`src/rtl/fifo_pkg.sv`:
```
// fifo_pkg: shared constants and sizing helpers for the flush-capable FIFO family.
//   clog2    - constant ceiling log2, usable in parameter and port declarations
//   cnt_w    - width of an occupancy counter able to hold 0..depth
//   MODE_*   - values for the OVERWRITE parameter
package fifo_pkg;

    localparam int MODE_DROP      = 0;
    localparam int MODE_OVERWRITE = 1;

    function automatic int clog2(input int value);
        int r = 0;
        for (int v = value - 1; v > 0; v = v >> 1) r++;
        return r;
    endfunction

    function automatic int cnt_w(input int depth);
        return clog2(depth) + 1;
    endfunction

endpackage

```
`src/rtl/fifo_mem.sv`:
```
// fifo_mem: DATA_W x DEPTH storage with a synchronous write port and a registered read port.
//   clock, reset  - rising-edge clock, async active-low reset (clears only the read register)
//   we/waddr/wdata - write port, stored at the clock edge when we=1
//   re/raddr/rdata - read port, rdata loads mem[raddr] when re=1 and holds otherwise
module fifo_mem
    import fifo_pkg::*;
#(
    parameter int DATA_W = 8,
    parameter int DEPTH  = 8,
    parameter int ADDR_W = clog2(DEPTH)
) (
    input  logic              clock,
    input  logic              reset,
    input  logic              we,
    input  logic [ADDR_W-1:0] waddr,
    input  logic [DATA_W-1:0] wdata,
    input  logic              re,
    input  logic [ADDR_W-1:0] raddr,
    output logic [DATA_W-1:0] rdata
);

    logic [DATA_W-1:0] mem [DEPTH];

    // Storage is never reset so it can map onto plain RAM.
    always_ff @(posedge clock) begin
        if (we) mem[waddr] <= wdata;
    end

    // A read and a write to the same address at one edge returns the old word,
    // which is what lets a full FIFO read and write together.
    always_ff @(posedge clock or negedge reset) begin
        if (!reset) rdata <= '0;
        else if (re) rdata <= mem[raddr];
    end

endmodule

```
`src/rtl/fifo_flush_sync_param.sv`:
```
// fifo_flush_sync_param: single-clock FIFO with one-cycle synchronous flush, occupancy
// count, almost-full/almost-empty thresholds, sticky overflow/underflow and an optional
// overwrite-oldest mode.
//   clock, reset        - rising-edge clock, async active-low reset
//   fifo_wr_valid_i/data - write request and data
//   fifo_rd_valid_i     - read request; data appears one cycle later
//   fifo_flush_i        - empties the FIFO at the next edge, overrides everything but reset
//   fifo_rd_data_o      - registered read data, held between reads
//   fifo_rd_valid_o     - pulses for the cycle in which fifo_rd_data_o was updated
//   fifo_empty_o/full_o/almost_full_o/almost_empty_o/count_o - decodes of occupancy
//   fifo_ovf_o/udf_o    - sticky error flags, cleared by reset or flush
module fifo_flush_sync_param
    import fifo_pkg::*;
#(
    parameter int DATA_W    = 8,
    parameter int DEPTH     = 8,
    parameter int AF_LVL    = DEPTH - 2,
    parameter int AE_LVL    = 1,
    parameter int OVERWRITE = MODE_DROP
) (
    input  logic                      clock,
    input  logic                      reset,
    input  logic                      fifo_wr_valid_i,
    input  logic [DATA_W-1:0]         fifo_wr_data_i,
    input  logic                      fifo_rd_valid_i,
    input  logic                      fifo_flush_i,
    output logic [DATA_W-1:0]         fifo_rd_data_o,
    output logic                      fifo_rd_valid_o,
    output logic                      fifo_empty_o,
    output logic                      fifo_full_o,
    output logic                      fifo_almost_full_o,
    output logic                      fifo_almost_empty_o,
    output logic [cnt_w(DEPTH)-1:0]   fifo_count_o,
    output logic                      fifo_ovf_o,
    output logic                      fifo_udf_o
);

    localparam int ADDR_W = clog2(DEPTH);
    localparam int CW     = cnt_w(DEPTH);
    localparam bit OW     = (OVERWRITE == MODE_OVERWRITE);

    logic [ADDR_W-1:0] wptr, rptr;
    logic [CW-1:0]     count;
    logic              rd_valid, ovf, udf;
    logic              empty, full;
    logic              rd_acc, wr_acc, drop_oldest, cnt_inc, cnt_dec;

    assign empty = (count == '0);
    assign full  = (count == CW'(DEPTH));

    always_comb begin
        rd_acc      = fifo_rd_valid_i && !empty && !fifo_flush_i;
        wr_acc      = fifo_wr_valid_i && !fifo_flush_i && (!full || rd_acc || OW);
        // Only reachable in overwrite mode: the new word replaces the oldest one.
        drop_oldest = wr_acc && full && !rd_acc;
        cnt_inc     = wr_acc && !rd_acc && !full;
        cnt_dec     = rd_acc && !wr_acc;
    end

    always_ff @(posedge clock or negedge reset) begin
        if (!reset) begin
            wptr     <= '0;
            rptr     <= '0;
            count    <= '0;
            rd_valid <= 1'b0;
            ovf      <= 1'b0;
            udf      <= 1'b0;
        end else if (fifo_flush_i) begin
            wptr     <= '0;
            rptr     <= '0;
            count    <= '0;
            rd_valid <= 1'b0;
            ovf      <= 1'b0;
            udf      <= 1'b0;
        end else begin
            rd_valid <= rd_acc;
            if (wr_acc) wptr <= wptr + ADDR_W'(1);
            if (rd_acc || drop_oldest) rptr <= rptr + ADDR_W'(1);
            if (cnt_inc) count <= count + CW'(1);
            else if (cnt_dec) count <= count - CW'(1);
            // A write while full is an overflow unless a read made room this cycle,
            // even when overwrite mode keeps the new word.
            if (fifo_wr_valid_i && full && !rd_acc) ovf <= 1'b1;
            if (fifo_rd_valid_i && empty) udf <= 1'b1;
        end
    end

    fifo_mem #(
        .DATA_W (DATA_W),
        .DEPTH  (DEPTH),
        .ADDR_W (ADDR_W)
    ) u_mem (
        .clock  (clock),
        .reset  (reset),
        .we     (wr_acc),
        .waddr  (wptr),
        .wdata  (fifo_wr_data_i),
        .re     (rd_acc),
        .raddr  (rptr),
        .rdata  (fifo_rd_data_o)
    );

    assign fifo_rd_valid_o     = rd_valid;
    assign fifo_empty_o        = empty;
    assign fifo_full_o         = full;
    assign fifo_almost_full_o  = (count >= CW'(AF_LVL));
    assign fifo_almost_empty_o = (count <= CW'(AE_LVL));
    assign fifo_count_o        = count;
    assign fifo_ovf_o          = ovf;
    assign fifo_udf_o          = udf;

endmodule
```
`config.mk`:
```
export PLATFORM = sky130hd
export DESIGN_NAME = fifo_flush_sync_param
export DESIGN_NICKNAME = d
export VERILOG_FILES = /design/src/rtl/fifo_pkg.sv /design/src/rtl/fifo_mem.sv /design/src/rtl/fifo_flush_sync_param.sv
export SDC_FILE = /design/constraint.sdc
export NUM_CORES = 1
export LEC_CHECK = 0
export CORE_AREA = 2 2 100 102
export DETAILED_ROUTE_END_ITERATION = 10
export DIE_AREA = 0 0 102 104
export HOLD_SLACK_MARGIN = 0.02
export SETUP_SLACK_MARGIN = 0.3
export SKIP_LAST_GASP = 1
export SYNTH_ARGS = -nofsm -noshare
export SYNTH_HDL_FRONTEND = slang
export SYNTH_HIERARCHICAL = 1
export SYNTH_SLANG_ARGS = --single-unit
```
`constraint.sdc`:
```
create_clock -name clock -period 2.4 [get_ports clock]
set_input_delay 0.72 -clock clock [delete_from_list [all_inputs] [get_ports clock]]
set_output_delay 0.72 -clock clock [all_outputs]
set_load 0.1 [all_outputs]
```
==> reports/qor.yml, run 1 <==
status: "finished clean"
hold_path_end: "fifo_udf_o"
synth_largest_area_cell: "edfxtp_1"
synth_fp_nets: 277
num_rows: 36
hold_viol_final: 0
ys_types: 40
critPathBufInv: 2
routed_wl_mm: 7.43
clk_pin_slew_ns: 0.08
tightest_slew_ns: 0.547
skew_ns: 0.0149
grt_start_max_net_pins: 22
grt_pass1_vias: 2307
dr.pass1.iters: 4
yosysWarnings: 6
syn_area_mm2: 0.00373
rrSetupSlack_ns: 0.39
diodes: 0
critical_path_arrival_ns: 1.53
cts_hold_buf: 0
grt_usage: 0.154
synth_common_cells: "edfxtp_1 (64), mux2i_1 (25), dfrtp_1 (21), nor2_1 (19), nor2b_1 (17)"
grt_pass1_wl_mm: 12.2
synth_cells: 258
critPathKind: "reg2out"
worst_slack_ns: 0.145
drc: 0
overflow: 0
power.density_mw_per_mm2: 1250
cp_max_fo: 4
ir_worst_vdd_uv: 701
p_comb_frac: 0.496
grt_antenna_before_repair: 0
fin_crit_sh: 0.940
p_sw_frac: 0.439
rsz0062_at_grt: "yes"
r2r-end: "u_mem/mem[0][1]"
worstPathCellList: "inv_4, ha_4, nor3b_4, buf_12"
yosys-top-cells-area: "edfxtp_1 (52%), dfrtp_1 (14%), mux2i_1 (6.7%)"
cts_sinks: 85
cts_inserted_buffers: 9
core_area_mm2: 0.00955
p_leak_uw: 0.00175
layout-drive-gt1-share: 0.304
viasPerCell: 4.88
synth-async-reset-ratio: 0.247
min_path_type: "reg2reg"
drt_iter0_drc: 117
root_buffer: "clkbuf_8"
required_ns: 1.68
max_stage_delay_ns: 0.50
fillCellCount: 846
cts_tree: "yes"
vias: 2191
end_kind: "output pin"
hold_ws_ns: 0.504
cp_slowest_cell: "dfrtp_4"
clockBufferDepth: 2
synth_top_area_frac: 0.515
startpoint_type: "flip-flop"
die_area_mm2: 0.0106
clock_power_share: 0.171
io_buffers: 31
dp_slack_ns: -0.0513
yosys_most_used_dff: "edfxtp_1"
area_growth_pct: 28.4
clk_latency_ns: 0.36
htree_levels: 3
r2r_cells: 8
fin_cells: 449
synth.most_common_cell: "edfxtp_1"
synth_seq_area_share: 0.656
die_w_um: 102
hpwl_mm: 4.94
layout.nets: 330
intPower_uw: 3350
yosys_register_bits: 85
min-delay-start: "fifo_udf_o"
routedWlPerCell_um: 16.5
start_util: 0.390
final-max-slew-violation-count: 0
io-pin-count: 32
multi_input_area_mm2: 0.00131
ant_nets: 0
dp.cells: 424
setup_viol: 0
synth_edf_count: 64
critPathTopFamily: "flip-flops"
avgSynthCellArea_um2: 14.5
setup_tns_ns: 0
whs_path_depth: 2
gp_congestion: 0.814
fp.dieH_um: 104
seqPwrFrac: 0.333
period_needed_ns: 2.25
power_switching_uw: 2620
clock.fmax_mhz: 443
area.sequential_mm2: 0.00246
relSlewSlack: 0.636
maxCapViolations: 0
reg2reg_from: "fifo_count_o[1]"
==> cells by family (layout without fill, tap and decap cells) <==
logic type	count (synthesis)	count (layout)	synth area share
buf+inv	18	76	0.0315
fa+ha+maj	6	6	0.0201
flops	85	85	0.656
xor+xnor	6	6	0.0141
simple gates	80	80	0.123
compound gates	37	37	0.0849
mux	26	26	0.0701
==> worst min-delay path, stage by stage, from the launching register on <==
cell and delay [ns]:
dfrtp_1 0.35, a21oi_1 0.05, nor2_1 0.08
==> worst max path at each step <==
| stage | startpoint | endpoint | slack (ns) | depth (start not counted) |
|---|---|---|---|---|
| 6_report | fifo_count_o[0] | fifo_empty_o | 0.15 | 4 |
| 5_1_grt | fifo_count_o[0] | fifo_empty_o | 0.07 | 4 |
| 2_1_floorplan | fifo_count_o[1] | fifo_empty_o | -0.13 | 3 |
| 4_1_cts | fifo_count_o[0] | fifo_empty_o | 0.12 | 4 |
| 3_3_place_gp | fifo_wr_valid_i | fifo_count_o[3] | 0.002 | 6 |
| 3_5_place_dp | fifo_wr_valid_i | fifo_count_o[3] | -0.05 | 6 |
==> layer usage <==
| layer | vias up | part of all wire | track usage |
|---|---|---|---|
| met5 | - | 0 | 0 |
| met3 | 4 | 0.044 | 0.0403 |
| met1 | 1081 | 0.47 | 0.220 |
| met2 | 43 | 0.48 | 0.235 |
| met4 | 0 | 0.0058 | 0.0400 |
| li1 | 1063 | - | - |
==> flip-flops by register name, indices dropped and copies added, names as in the netlist <==
name             count
fifo_count_o         4
fifo_ovf_o           1
fifo_rd_valid_o      1
fifo_udf_o           1
rptr                 3
u_mem/mem           64
u_mem/rdata          8
wptr                 3
==> stage by stage <==
stage	total power [uW]	area [um2]	util
6_report	5970	4790	0.501
5_1_grt	6250	4790	0.501
4_1_cts	5970	4740	0.496
3_5_place_dp	4860	4490	0.470
3_3_place_gp	4840	4490	0.470
2_1_floorplan	4130	3900	-
==> cells in the final DEF, fill, tap and decap left out, types with 9 or more instances in the layout <==
master / instances
edfxtp_1: 64
buf_4: 31
mux2i_1: 25
nor2b_1: 17
dfrtp_1: 16
buf_12: 13
nor2_1: 12
clkdlybuf4s50_1: 11
nand3_1: 10
a211o_1: 9
clkbuf_8: 9
==> repair_timing <==
action | in CTS | in global routing
setup endpoints to repair | 10 | 36
buffers inserted | 6 | 3
gates resized for setup | 3 | 3
pin swaps | 1 | 4
==> power by group through the flow <==
stage / combinational [uW] / sequential (uW) / clock [uW]
4_1_cts: 2930 / 2000 / 1050
3_3_place_gp: 2800 / 2050 / 0
2_1_floorplan: 1500 / 2640 / 0
3_5_place_dp: 2810 / 2050 / 0
5_1_grt: 3110 / 2030 / 1110
6_report: 2960 / 1990 / 1020
==> area by class of cell <==
class,instances,area share
clock buffer,10,0.0267
clock inverter,6,0.0152
inverter,3,0.00340
multi-input combinational,155,0.274
sequential,85,0.515
tap,133,0.0348
timing repair buffer,57,0.131
(Power assumes the default switching activity.)
==> run 2, diff against run 1 <==
--- a/config.mk
+++ b/config.mk
@@ -9,7 +9,6 @@
 export DETAILED_ROUTE_END_ITERATION = 10
 export DIE_AREA = 0 0 102 104
 export HOLD_SLACK_MARGIN = 0.02
-export SETUP_SLACK_MARGIN = 0.3
 export SKIP_LAST_GASP = 1
 export SYNTH_ARGS = -nofsm -noshare
 export SYNTH_HDL_FRONTEND = slang
==> run 2 against run 1 <==
  * Sequential share of layout area decreased by 0.17 points
  * Register-to-register slack lost 0.16 ns
  * Flip-flop and latch count is the same
  * Clock power decreased by 8%
  * First-iteration DRC count down 6.0%
  * Fmax decreased by 2.5%
  * Combinational power shrank 2%
  * Worst hold slack improved by 0.0090 ns
  * Utilization is 0.12 points higher
  * Wire length up 2.8%
  * Clock skew up 0.00066 ns
  * Critical path type unchanged
  * Critical endpoint unchanged
==> reports/qor.yml, run 2 (synthesis gave the netlist of run 1 again) <==
gp_congestion: 0.702  # -14%
htree_levels: 3  # unchanged
startpoint_type: "flip-flop"
cp-startpoint: "fifo_count_o[0]"
maxCapViolations: 0  # unchanged
grt_pass1_vias: 2148  # -6.9%
clock.fmax_mhz: 433  # -2.5%
cp_max_fo: 7  # +3
grt_start_max_net_pins: 23  # +4.5%
critPathKind: "reg2out"
fillCellCount: 849  # +0.35%
die_w_um: 102  # unchanged
dpl_cell_area_mm2: 0.00455  # +1.5%
cts_sinks: 85  # unchanged
io_buffers: 31  # unchanged
layout_common_cells: "edfxtp_1 (64), buf_4 (40), mux2i_1 (25)"
core_area_mm2: 0.00955  # unchanged
io-pin-count: 32  # unchanged
max_stage_delay_ns: 0.54  # +0.04 ns
setup_viol: 0  # unchanged
die_area_mm2: 0.0106  # unchanged
critical_path_arrival_ns: 1.59  # +0.06 ns
clk_pin_slew_ns: 0.10  # +0.02 ns
hold_viol_final: 0  # unchanged
hpwl_mm: 5.03  # +1.7%
end_kind: "output pin"
fin_crit_sh: 0.963  # +0.0238
rrSetupSlack_ns: 0.23  # -0.16 ns
reg2reg_from: "fifo_count_o[0]"
routed_wl_mm: 7.64  # +2.8%
min_path_type: "reg2reg"
diodes: 0  # unchanged
ant_nets: 0  # unchanged
skew_ns: 0.0155  # +0.000660 ns
cts_tree: "yes"
final-max-slew-violation-count: 0  # unchanged
vias: 2261  # +3.2%
clockBufferDepth: 2  # unchanged
grt_usage: 0.154  # -0.000735
area_growth_pct: 28.7
grt_pass1_wl_mm: 12.1  # -1.2%
required_ns: 1.68  # about the same
fp.dieH_um: 104  # unchanged
tightest_slew_ns: 0.561  # +0.0141 ns
cts_hold_buf: 0  # unchanged
regMostFlops: "u_mem/mem"
cts_inserted_buffers: 9  # unchanged
rsz0062_at_grt: "no"
start_util: 0.390  # unchanged
status: "finished clean"
drc: 0  # unchanged
power.density_mw_per_mm2: 1220  # -2.3%
drt_iter0_drc: 110  # -6.0%
num_rows: 36  # unchanged
routedWlPerCell_um: 16.7  # +0.79%
mostFrequentLayoutCell: "edfxtp_1"
clk_latency_ns: 0.36  # about the same
dr.pass1.iters: 4  # unchanged
critPathTopFamily: "flip-flops"
power_uw: 5850  # -2.1%
finalInstanceArea_mm2: 0.00480  # +0.24%
grt_antenna_before_repair: 0  # unchanged
critPathBufInv: 2  # unchanged
largest_register_ffs: 64  # unchanged
layout.nets: 339  # +2.7%
p_leak_uw: 0.00176  # +0.58%
setup_tns_ns: 0  # unchanged
ir_worst_vdd_uv: 766  # +9.3%
overflow: 0  # unchanged
relSlewSlack: 0.626  # -0.00938
worstPathCellList: "inv_4, ha_4, nor3b_4, buf_12"
layout-drive-gt1-share: 0.314  # +0.0100
min-delay-start: "fifo_udf_o"
hold_ws_ns: 0.513  # +0.00896 ns
period_needed_ns: 2.31  # +0.0570 ns
viasPerCell: 4.94  # +1.2%
cp_slowest_cell: "dfrtp_4"
root_buffer: "clkbuf_8"
run 2: path summary, 6_finish.rpt:
path | cells after the start | to
setup / recovery | 4 | fifo_empty_o
hold / removal | 2 | fifo_udf_o
setup reg to reg | 9 | u_mem/mem[0][0]
hold reg to reg | 2 | fifo_udf_o
max in group asynchronous | 2 | rptr[0]
min in group asynchronous | 2 | wptr[2]
run 2: area by class of cell:
cell class | instances | area [um2] | share of cell area
timing repair buffer | 66 | 701 | 0.146
sequential | 85 | 2460 | 0.513
tap | 133 | 166 | 0.0347
clock buffer | 9 | 124 | 0.0258
clock inverter | 7 | 57.6 | 0.0120
multi-input combinational | 155 | 1270 | 0.265
inverter | 3 | 16.3 | 0.00339
run 2: power by group:
part           switching (uW)  internal, uW
sequential                250          1750
clock                     551           389
combinational            1820          1090
total                    2620          3220
run 2: what timing repair did:
item / in CTS / in global routing
gates resized for setup: 1 / 0
pin swaps: 0 / 1
setup endpoints to repair: 2 / 2
setup buffers: 2 / 6
run 2: metal layers:
layer  GRT usage  vias up  wire length [um]  share of wire
met5           0        -                 0              0
met4      0.0600        0               104          0.014
met3      0.0262        8               331          0.043
met2       0.232       60              3680           0.48
met1       0.221     1107              3520           0.46
li1            -     1086                 -              -
run 2: worst register-to-register path, cell delays in order, from the launching register on:
cell	delay, ns
dfrtp_4	0.49
inv_4	0.05
ha_4	0.17
and3b_2	0.24
buf_4	0.17
a21oi_4	0.16
buf_4	0.14
nand2b_4	0.08
nor3_4	0.22
buf_12	0.15
run 2: stage by stage:
stage | setup WS (ns) | util | std cells
2_1_floorplan | -0.134 | - | 258
3_3_place_gp | -0.123 | 0.477 | 434
3_5_place_dp | -0.153 | 0.477 | 434
4_1_cts | 0.0249 | 0.498 | 452
5_1_grt | 0.0154 | 0.502 | 458
6_report | 0.0880 | 0.502 | 458
